`src/rtl/fpu_mul_rr_scheduler.sv`:
```
// Round-robin scheduler sharing one pipelined FP32 multiplier among NREQ requesters.
// Optional perf counters (perf_issued, perf_stall) are built when FPU_MUL_SCHED_PERF_EN is defined.
module fpu_mul_rr_scheduler #(
    parameter int NREQ  = 4,
    parameter int DEPTH = 8,
    parameter int TAG_W = 2
) (
    input  logic                 aclk,
    input  logic                 aresetn,
    input  logic [NREQ-1:0]      req_valid,
    output logic [NREQ-1:0]      req_ready,
    input  logic [NREQ*32-1:0]   req_a,
    input  logic [NREQ*32-1:0]   req_b,
    output logic                 rsp_valid,
    input  logic                 rsp_ready,
    output logic [TAG_W-1:0]     rsp_tag,
    output logic [31:0]          rsp_data,
    output logic [31:0]          mul_a_tdata,
    output logic                 mul_a_tvalid,
    output logic [31:0]          mul_b_tdata,
    output logic                 mul_b_tvalid,
    input  logic                 mul_result_tvalid,
    input  logic [31:0]          mul_result_tdata,
    output logic                 err_orphan
`ifdef FPU_MUL_SCHED_PERF_EN
    ,
    output logic [31:0]          perf_issued,
    output logic [31:0]          perf_stall
`endif
);

    localparam int AW = $clog2(DEPTH);
    localparam int CW = AW + 1;

    typedef struct packed {
        logic [TAG_W-1:0] tag;
        logic [31:0]      data;
    } rsp_entry_t;

    logic [TAG_W-1:0] rr_ptr;
    logic [TAG_W-1:0] gnt_idx;
    logic             gnt_found;
    logic [CW-1:0]    outstanding;
    logic             can_issue;
    logic             issue;
    logic             pop;

    logic [TAG_W-1:0] tag_q [DEPTH];
    logic [CW-1:0]    tq_wr, tq_rd;
    logic             tq_empty;
    logic             ret_ok;

    rsp_entry_t       fifo [DEPTH];
    logic [CW-1:0]    f_wr, f_rd;
    logic             fifo_empty;
    rsp_entry_t       head;

    assign can_issue  = outstanding < CW'(DEPTH);
    assign tq_empty   = (tq_wr == tq_rd);
    assign fifo_empty = (f_wr == f_rd);
    assign ret_ok     = mul_result_tvalid & ~tq_empty;

    // First requester at or above rr_ptr, wrapping at NREQ.
    always_comb begin
        gnt_found = 1'b0;
        gnt_idx   = '0;
        for (int k = 0; k < NREQ; k++) begin
            if (!gnt_found && req_valid[(int'(rr_ptr) + k) % NREQ]) begin
                gnt_found = 1'b1;
                gnt_idx   = TAG_W'((int'(rr_ptr) + k) % NREQ);
            end
        end
    end

    // Gated by aresetn so the accept lines read 0 while reset is held.
    always_comb begin
        req_ready = '0;
        if (aresetn && can_issue && gnt_found)
            req_ready[gnt_idx] = 1'b1;
    end

    assign issue     = |(req_valid & req_ready);
    assign head      = fifo[f_rd[AW-1:0]];
    assign rsp_valid = ~fifo_empty;
    assign rsp_tag   = rsp_valid ? head.tag  : '0;
    assign rsp_data  = rsp_valid ? head.data : '0;
    assign pop       = rsp_valid & rsp_ready;

    always_ff @(posedge aclk or negedge aresetn) begin
        if (!aresetn) begin
            rr_ptr       <= '0;
            mul_a_tdata  <= '0;
            mul_b_tdata  <= '0;
            mul_a_tvalid <= 1'b0;
            mul_b_tvalid <= 1'b0;
            tq_wr        <= '0;
            tq_rd        <= '0;
            f_wr         <= '0;
            f_rd         <= '0;
            outstanding  <= '0;
            err_orphan   <= 1'b0;
        end else begin
            mul_a_tvalid <= issue;
            mul_b_tvalid <= issue;
            if (issue) begin
                mul_a_tdata <= req_a[int'(gnt_idx)*32 +: 32];
                mul_b_tdata <= req_b[int'(gnt_idx)*32 +: 32];
                rr_ptr      <= (gnt_idx == TAG_W'(NREQ - 1)) ? '0 : gnt_idx + TAG_W'(1);
                tq_wr       <= tq_wr + CW'(1);
            end
            if (ret_ok) begin
                tq_rd <= tq_rd + CW'(1);
                f_wr  <= f_wr + CW'(1);
            end
            if (mul_result_tvalid && tq_empty)
                err_orphan <= 1'b1;
            if (pop)
                f_rd <= f_rd + CW'(1);
            case ({issue, pop})
                2'b10:   outstanding <= outstanding + CW'(1);
                2'b01:   outstanding <= outstanding - CW'(1);
                default: outstanding <= outstanding;
            endcase
        end
    end

    // Storage arrays carry no reset; the pointers above define validity.
    always_ff @(posedge aclk) begin
        if (issue)
            tag_q[tq_wr[AW-1:0]] <= gnt_idx;
        if (ret_ok)
            fifo[f_wr[AW-1:0]] <= '{tag: tag_q[tq_rd[AW-1:0]], data: mul_result_tdata};
    end

`ifdef FPU_MUL_SCHED_PERF_EN
    always_ff @(posedge aclk or negedge aresetn) begin
        if (!aresetn) begin
            perf_issued <= '0;
            perf_stall  <= '0;
        end else begin
            if (issue)
                perf_issued <= perf_issued + 32'd1;
            if (|req_valid && !can_issue)
                perf_stall <= perf_stall + 32'd1;
        end
    end
`endif

endmodule
```
`config.mk`:
```
export PLATFORM = sky130hd
export DESIGN_NAME = fpu_mul_rr_scheduler
export DESIGN_NICKNAME = d
export VERILOG_FILES = /design/src/rtl/fpu_mul_rr_scheduler.sv
export SDC_FILE = /design/constraint.sdc
export NUM_CORES = 1
export LEC_CHECK = 0
export CORE_MARGIN = 2
export CORE_UTILIZATION = 50
export DETAILED_ROUTE_END_ITERATION = 12
export PLACE_DENSITY = 0.8
export SLEW_MARGIN = 10
export SYNTH_ARGS = -nofsm -noshare
export SYNTH_HDL_FRONTEND = slang
export SYNTH_SLANG_ARGS = --single-unit
```
`constraint.sdc`:
```
create_clock -name aclk -period 4.5 [get_ports aclk]
set_clock_uncertainty 0.1 [all_clocks]
set_input_delay 0.9 -clock aclk [delete_from_list [all_inputs] [get_ports aclk]]
set_output_delay 0.9 -clock aclk [all_outputs]
set_load 0.05 [all_outputs]
```
==> summary.md, run 1 <==
| Metric | Value |
|---|---|
| CTS resizes | `0` |
| Max-slew headroom | `0.406` |
| Main synth FF type | `edfxtp_1` |
| R2R Path End | `outstanding[3]` |
| Run status | `finished, final reports clean` |
| Core Region | `33400 um^2` |
| R2R Path Start | `rr_ptr[0]` |
| Crit share post-route | `0.913` |
| Num Clock Sinks | `376` |
| Initial antenna violation count | `10` |
| CP max FO | `27` |
| Commonest cells post-synth | `edfxtp_1 (288), mux2i_1 (99), dfrtp_1 (88)` |
| Worst vdd ir | `0.000568 V` |
| Chip height | `188 um` |
| CTS Buffer Depth | `3` |
| Fin. Hold Viols | `0` |
| GP Congestion | `0.939` |
| Setup TNS Final | `0 ns` |
| Final core utilization | `0.683` |
| IO Pins | `402` |
| #FFs+latches synth | `376` |
| Final Critical Period | `4.11 ns` |
| CTS tree | `yes` |
| Hold WS | `0.172 ns` |
| Final setup vio count | `0` |
| Crit-path cells | `clkdlybuf4s50_1 -> nor2_1 -> nor4b_4 -> nor2_4 -> buf_4 -> inv_1 -> nor2_1 -> buf_12` |
| Final setup margin | `0.394 ns` |
| Fillers | `2285` |
| Avg WL per Cell | `24.6 um` |
| Syn nets | `1424` |
| Initial Util | `0.506` |
| EDFF count, synth | `288` |
| Slew Viols, Final | `0` |
| Cell variety after synth | `54` |
| Crit-path slowest cell | `clkdlybuf4s50_1` |
| Routed vias | `11543` |
| Actual slew at the worst max-slew pin | `0.891 ns` |
| Ys async rst share | `0.234` |
| Power per cell area | `722 nW/um^2` |
| CP most frequent cell | `nor2_1` |
| Count leader, synth | `edfxtp_1` |
| Reg2Reg Depth | `15` |
| First-pass GRT wire length | `74300 um` |
| Final WL | `49100 um` |
| Pin count of the biggest net entering global routing | `72` |
| Clk slew on worst S/H paths | `0.06 ns` |
| Routed vias/inst | `5.79` |
| Cts bufs inserted | `39` |
| Die X-Extent | `188 um` |
| Top post-synthesis cells by area | `edfxtp_1 (51%), dfrtp_1 (13%), mux4_2 (9.6%)` |
| HPWL Detailed | `32200 um` |
| Max Cap Viol | `0` |
| Crit. End Element | `output port` |
| CP Data Required Time | `3.50 ns` |
| Die area | `35300 um^2` |
| Yosys warns | `0` |
| Initial DRC Count | `691` |
| Area grow syn2layout | `35.1%` |
| IO Port Bufs | `401` |
| Mean Syn Cell Area | `15.1 um^2` |
| Worst hold path class | `in2async` |
| Post-synthesis sequential area ratio | `0.641` |
| Fin nets | `1811` |
| Area share of the largest cell type after synthesis | `0.511` |
| H-tree depth | `2` |
| FP Rows | `67` |
| Worst-Skew Late Latency | `0.54 ns` |
| Setup bufs post-CTS | `0` |
| Yosys top cell by area | `edfxtp_1` |
| Hold_buf cts | `0` |
| Pre-antenna DRT Iters | `5` |
| Crit path launch type | `input port` |
| Fmax | `0.244 GHz` |
| Aggregate global-route resource usage | `0.281` |
| Max stage delay on crit path | `0.52 ns` |
| Leak | `8.41 nW` |
| Worst reg-to-reg setup slack | `1.12 ns` |
| Mapped cell area | `16900 um^2` |
| Post-synthesis cell count | `1119` |
| Global route overflow | `0` |
| Worst EP arrival | `3.11 ns` |
| Crit Path Class | `in2out` |
| Clk root buf | `clkbuf_16` |
| DRC Markers | `0` |
| Vias in the first global route | `12418` |
| RSZ-0062 raised after global routing | `no` |
| ANT nets after route | `0` |
| Share of layout cells above drive strength 1 | `0.139` |
| Pre-CTS WS | `0.100 ns` |
cell type report:
type	count	area (um^2)	share of cell area
Inverter	75	282	0.0123
Tap cell	448	561	0.0245
Sequential cell	376	10900	0.475
Clock inverter	30	283	0.0124
Timing Repair Buffer	435	4380	0.192
Multi-Input combinational cell	579	5470	0.240
Clock buffer	42	987	0.0432
Antenna cell	10	25.0	0.00110
logic make-up after synthesis:
kind of cell	count (synthesis)	share of synthesized area
multiplexers	177	0.159
AND/OR/NAND/NOR	162	0.0485
buffers and inverters	164	0.0405
flip-flops	376	0.641
adder cells (fa/ha/maj)	9	0.00710
AO/OA/AOI/OAI	208	0.0916
XOR/XNOR	23	0.0119
power by group:
group | internal, mW | total [mW] | switching (mW)
combinational | 3.15 | 8.23 | 5.08
clock | 1.79 | 3.17 | 1.38
sequential | 4.63 | 5.10 | 0.471
total | 9.57 | 16.5 | 6.93
critical path, delay by kind of cell:
family | cells | cell delay (ns)
buf+inv | 4 | 1.23
simple gates | 4 | 0.91
metal layers:
metal,routed length [um],global-route usage,vias to the layer above
met2,25400,0.492,509
met4,2040,0.117,2
li1,-,-,5106
met3,4080,0.0728,114
met5,13,0,-
met1,17600,0.328,5812
worst max path at each step:
stage,end,start,slack (ns),depth (start not counted)
after global routing,req_ready[2],req_valid[2],0.29,9
after detailed placement,outstanding[3],req_valid[0],0.10,16
after CTS,rsp_data[0],f_rd[0],0.37,5
after global placement,outstanding[3],req_valid[0],0.20,16
final,req_ready[0],req_valid[3],0.39,8
after floorplan,fifo[0][0],mul_result_tvalid,0.16,4
registers in the layout, summed over array words and instances, names as in the netlist, 4 cells and up:
signal,flops
mul_b_tdata,32
tq_wr,4
fifo,272
outstanding,4
f_rd,4
tq_rd,4
f_wr,4
mul_a_tdata,32
tag_q,16
stage by stage:
| stage | cell area, um^2 | total power, mW | std cells |
|---|---|---|---|
| floorplan | 16900 | 10.6 | 1119 |
| CTS | 22800 | 16.6 | 1985 |
| global route | 22800 | 17.3 | 1994 |
| global placement | 21600 | 13.2 | 1913 |
| detailed placement | 21600 | 13.4 | 1913 |
| finish | 22800 | 16.5 | 1995 |
placed cells by master, fill, tap and decap left out, drive strengths merged, types with 39 or more instances in the layout:
| master | count |
|---|---|
| buf | 39 |
| nor2 | 48 |
| mux4 | 72 |
| clkdlybuf4s50 | 396 |
| mux2i | 99 |
| o21ai | 69 |
| dfrtp | 88 |
| o221ai | 64 |
| inv | 76 |
| nand3 | 65 |
| edfxtp | 288 |
| clkbuf | 42 |
| a21o | 65 |
Note: power is estimated with default switching activity, not from simulation.
==> run 2: changes to the inputs <==
- CAP_MARGIN: not set -> 20
- SETUP_SLACK_MARGIN: not set -> 0.2
==> run 2 against run 1 <==
Compared with the run above:
- combinational power about the same
- setup slack got worse by 0.011 ns
- utilization barely moved
==> summary.md, run 2 (synthesis results as in run 1) <==
| Metric | Value |
|---|---|
| Run status | `finished, final reports clean` |
| Aggregate global-route resource usage | `0.266` |
| CP Data Required Time | `3.50 ns` |
| Global route overflow | `0` |
| Max-slew headroom | `0.254` |
| Max reg flops | `272` |
| GP Congestion | `0.916` |
| Vias in the first global route | `12197` |
| First-pass GRT wire length | `71700 um` |
| Setup TNS Final | `0 ns` |
| Avg WL per Cell | `23.6 um` |
| ANT nets after route | `0` |
| Slew Viols, Final | `0` |
| Power per cell area | `720 nW/um^2` |
| Cell Int Power | `9.54 mW` |
| Worst-Skew Late Latency | `0.53 ns` |
| Worst hold path class | `in2async` |
| WP buf/inv | `2` |
| Pre-antenna DRT Iters | `5` |
| Crit-path cells | `xor2_1 -> nor4_4 -> buf_4 -> nor2_1 -> clkdlybuf4s50_1` |
| Pin count of the biggest net entering global routing | `65` |
| Pre-CTS WS | `0.0778 ns` |
| Core Region | `33400 um^2` |
| Die area | `35300 um^2` |
| IO Port Bufs | `401` |
| Initial DRC Count | `838` |
| Final WL | `47000 um` |
| Met1 usage | `0.319` |
| Worst reg-to-reg setup slack | `1.05 ns` |
| FP Rows | `67` |
| Worst vdd ir | `0.000538 V` |
| Initial antenna violation count | `2` |
| Combinational power share | `0.500` |
| Crit Path Class | `reg2out` |
| Switching power total | `6.89 mW` |
| Die X-Extent | `188 um` |
| Fin nets | `1813` |
| DRC Markers | `0` |
| Final setup margin | `0.383 ns` |
| Initial Util | `0.506` |
| Sequential Power Share | `0.314` |
| Clock share of power | `0.186` |
| Crit-path slowest cell | `dfrtp_2` |
| Switching Fraction | `0.419` |
| IO Pins | `402` |
| Max stage delay on crit path | `0.78 ns` |
| Register area | `10900 um^2` |
| Chip height | `188 um` |
| Leak | `8.42 nW` |
| Crit share post-route | `0.915` |
| Met2 Use GR | `0.489` |
| Cts bufs inserted | `38` |
| Commonest non-fill, non-tap cell in the layout | `clkdlybuf4s50_1` |
| Area grow syn2layout | `35.0%` |
| Multi-input logic area | `5490 um^2` |
| Max Cap Viol | `0` |
| HPWL Detailed | `30900 um` |
| Actual slew at the worst max-slew pin | `1.12 ns` |
| Final setup vio count | `0` |
| Final Critical Period | `4.12 ns` |
| Routed vias | `11504` |
| Crit path max-delay family | `buffers and inverters` |
| Fin. Hold Viols | `0` |
| RSZ-0062 raised after global routing | `no` |
| Fmax | `0.243 GHz` |
| CTS Buffer Depth | `3` |
| M3 GR Usage | `0.0575` |
| Commonest non-fill, non-tap cells in the layout | `clkdlybuf4s50_1 (396), edfxtp_1 (288), mux2i_1 (99), dfrtp_1 (85), inv_1 (74)` |
| CTS tree | `yes` |
| Fillers | `2208` |
| Crit path launch type | `flop` |
| H-tree depth | `2` |
| Clk root buf | `clkbuf_16` |
| Share of layout cells above drive strength 1 | `0.137` |
| Crit. End Element | `output port` |
| Num Clock Sinks | `376` |
| Most used routing layer | `met2` |
| Worst EP arrival | `3.12 ns` |
| Clk slew on worst S/H paths | `0.07 ns` |
| CP max FO | `24` |
| Routed vias/inst | `5.79` |
==> run 2: area by class of cell <==
| class | instances | area share |
|---|---|---|
| Antenna cell | 2 | 0.000219 |
| Timing Repair Buffer | 438 | 0.194 |
| Sequential cell | 376 | 0.475 |
| Tap cell | 448 | 0.0245 |
| Clock buffer | 53 | 0.0472 |
| Inverter | 75 | 0.0123 |
| Multi-Input combinational cell | 579 | 0.240 |
| Clock inverter | 17 | 0.00630 |
==> run 2: path summary, 6_finish.rpt <==
kind / to / cells past startpoint / startpoint
setup reg to reg: outstanding[3] / 16 / rr_ptr[1]
setup / recovery: rsp_tag[1] / 5 / f_rd[1]
hold reg to reg: f_wr[3] / 1 / f_wr[3]
min in group aclk: f_wr[3] / 1 / f_wr[3]
hold / removal: outstanding[3] / 2 / aresetn
max in group asynchronous: mul_a_tdata[20] / 3 / aresetn
==> run 2: what timing repair did <==
item                                    4_1_cts  5_1_grt
hold endpoints to repair                      0        0
resized for setup                             0        1
pin swaps                                     0        0
hold buffers                                  0        0
endpoints found under the setup margin        1        1
buffers inserted                              1        0
==> run 2: metrics by stage <==
step | hold WS (ns) | instances | util | cell area [um^2] | power [mW]
2_1_floorplan | 0.356 | 1119 | - | 16900 | 10.6
3_3_place_gp | 0.374 | 1915 | 0.646 | 21600 | 13.2
3_5_place_dp | 0.383 | 1915 | 0.646 | 21600 | 13.4
4_1_cts | 0.352 | 1986 | 0.683 | 22800 | 16.6
5_1_grt | 0.385 | 1987 | 0.683 | 22800 | 17.2
6_report | 0.348 | 1988 | 0.683 | 22800 | 16.4
==> run 2: per-layer routing <==
layer | share of wire | up-vias
met5 | 0 | -
met4 | 0.020 | 0
met3 | 0.073 | 62
met2 | 0.54 | 497
met1 | 0.37 | 5846
li1 | - | 5099
==> run 2: worst reg2reg max path, stage by stage (launching register included) <==
cell and delay (ns):
dfrtp_1 0.57, nand2_1 0.09, a211oi_1 0.23, buf_4 0.17, or2_1 0.11, inv_1 0.05, ha_1 0.20, a22oi_1 0.22
o211ai_1 0.25, o21ai_4 0.20, ha_1 0.22, ha_1 0.25, a21o_1 0.17, a21oi_1 0.16, xnor2_1 0.13, nor2_1 0.06
xor2_1 0.14
==> run 2: power groups by stage <==
stage | Clock, mW | Combinational (mW) | Sequential (mW)
6_report | 3.06 | 8.21 | 5.16
5_1_grt | 3.25 | 8.67 | 5.24
4_1_cts | 3.12 | 8.27 | 5.17
3_5_place_dp | 0 | 8.15 | 5.23
3_3_place_gp | 0 | 8.06 | 5.18
2_1_floorplan | 0 | 4.73 | 5.89
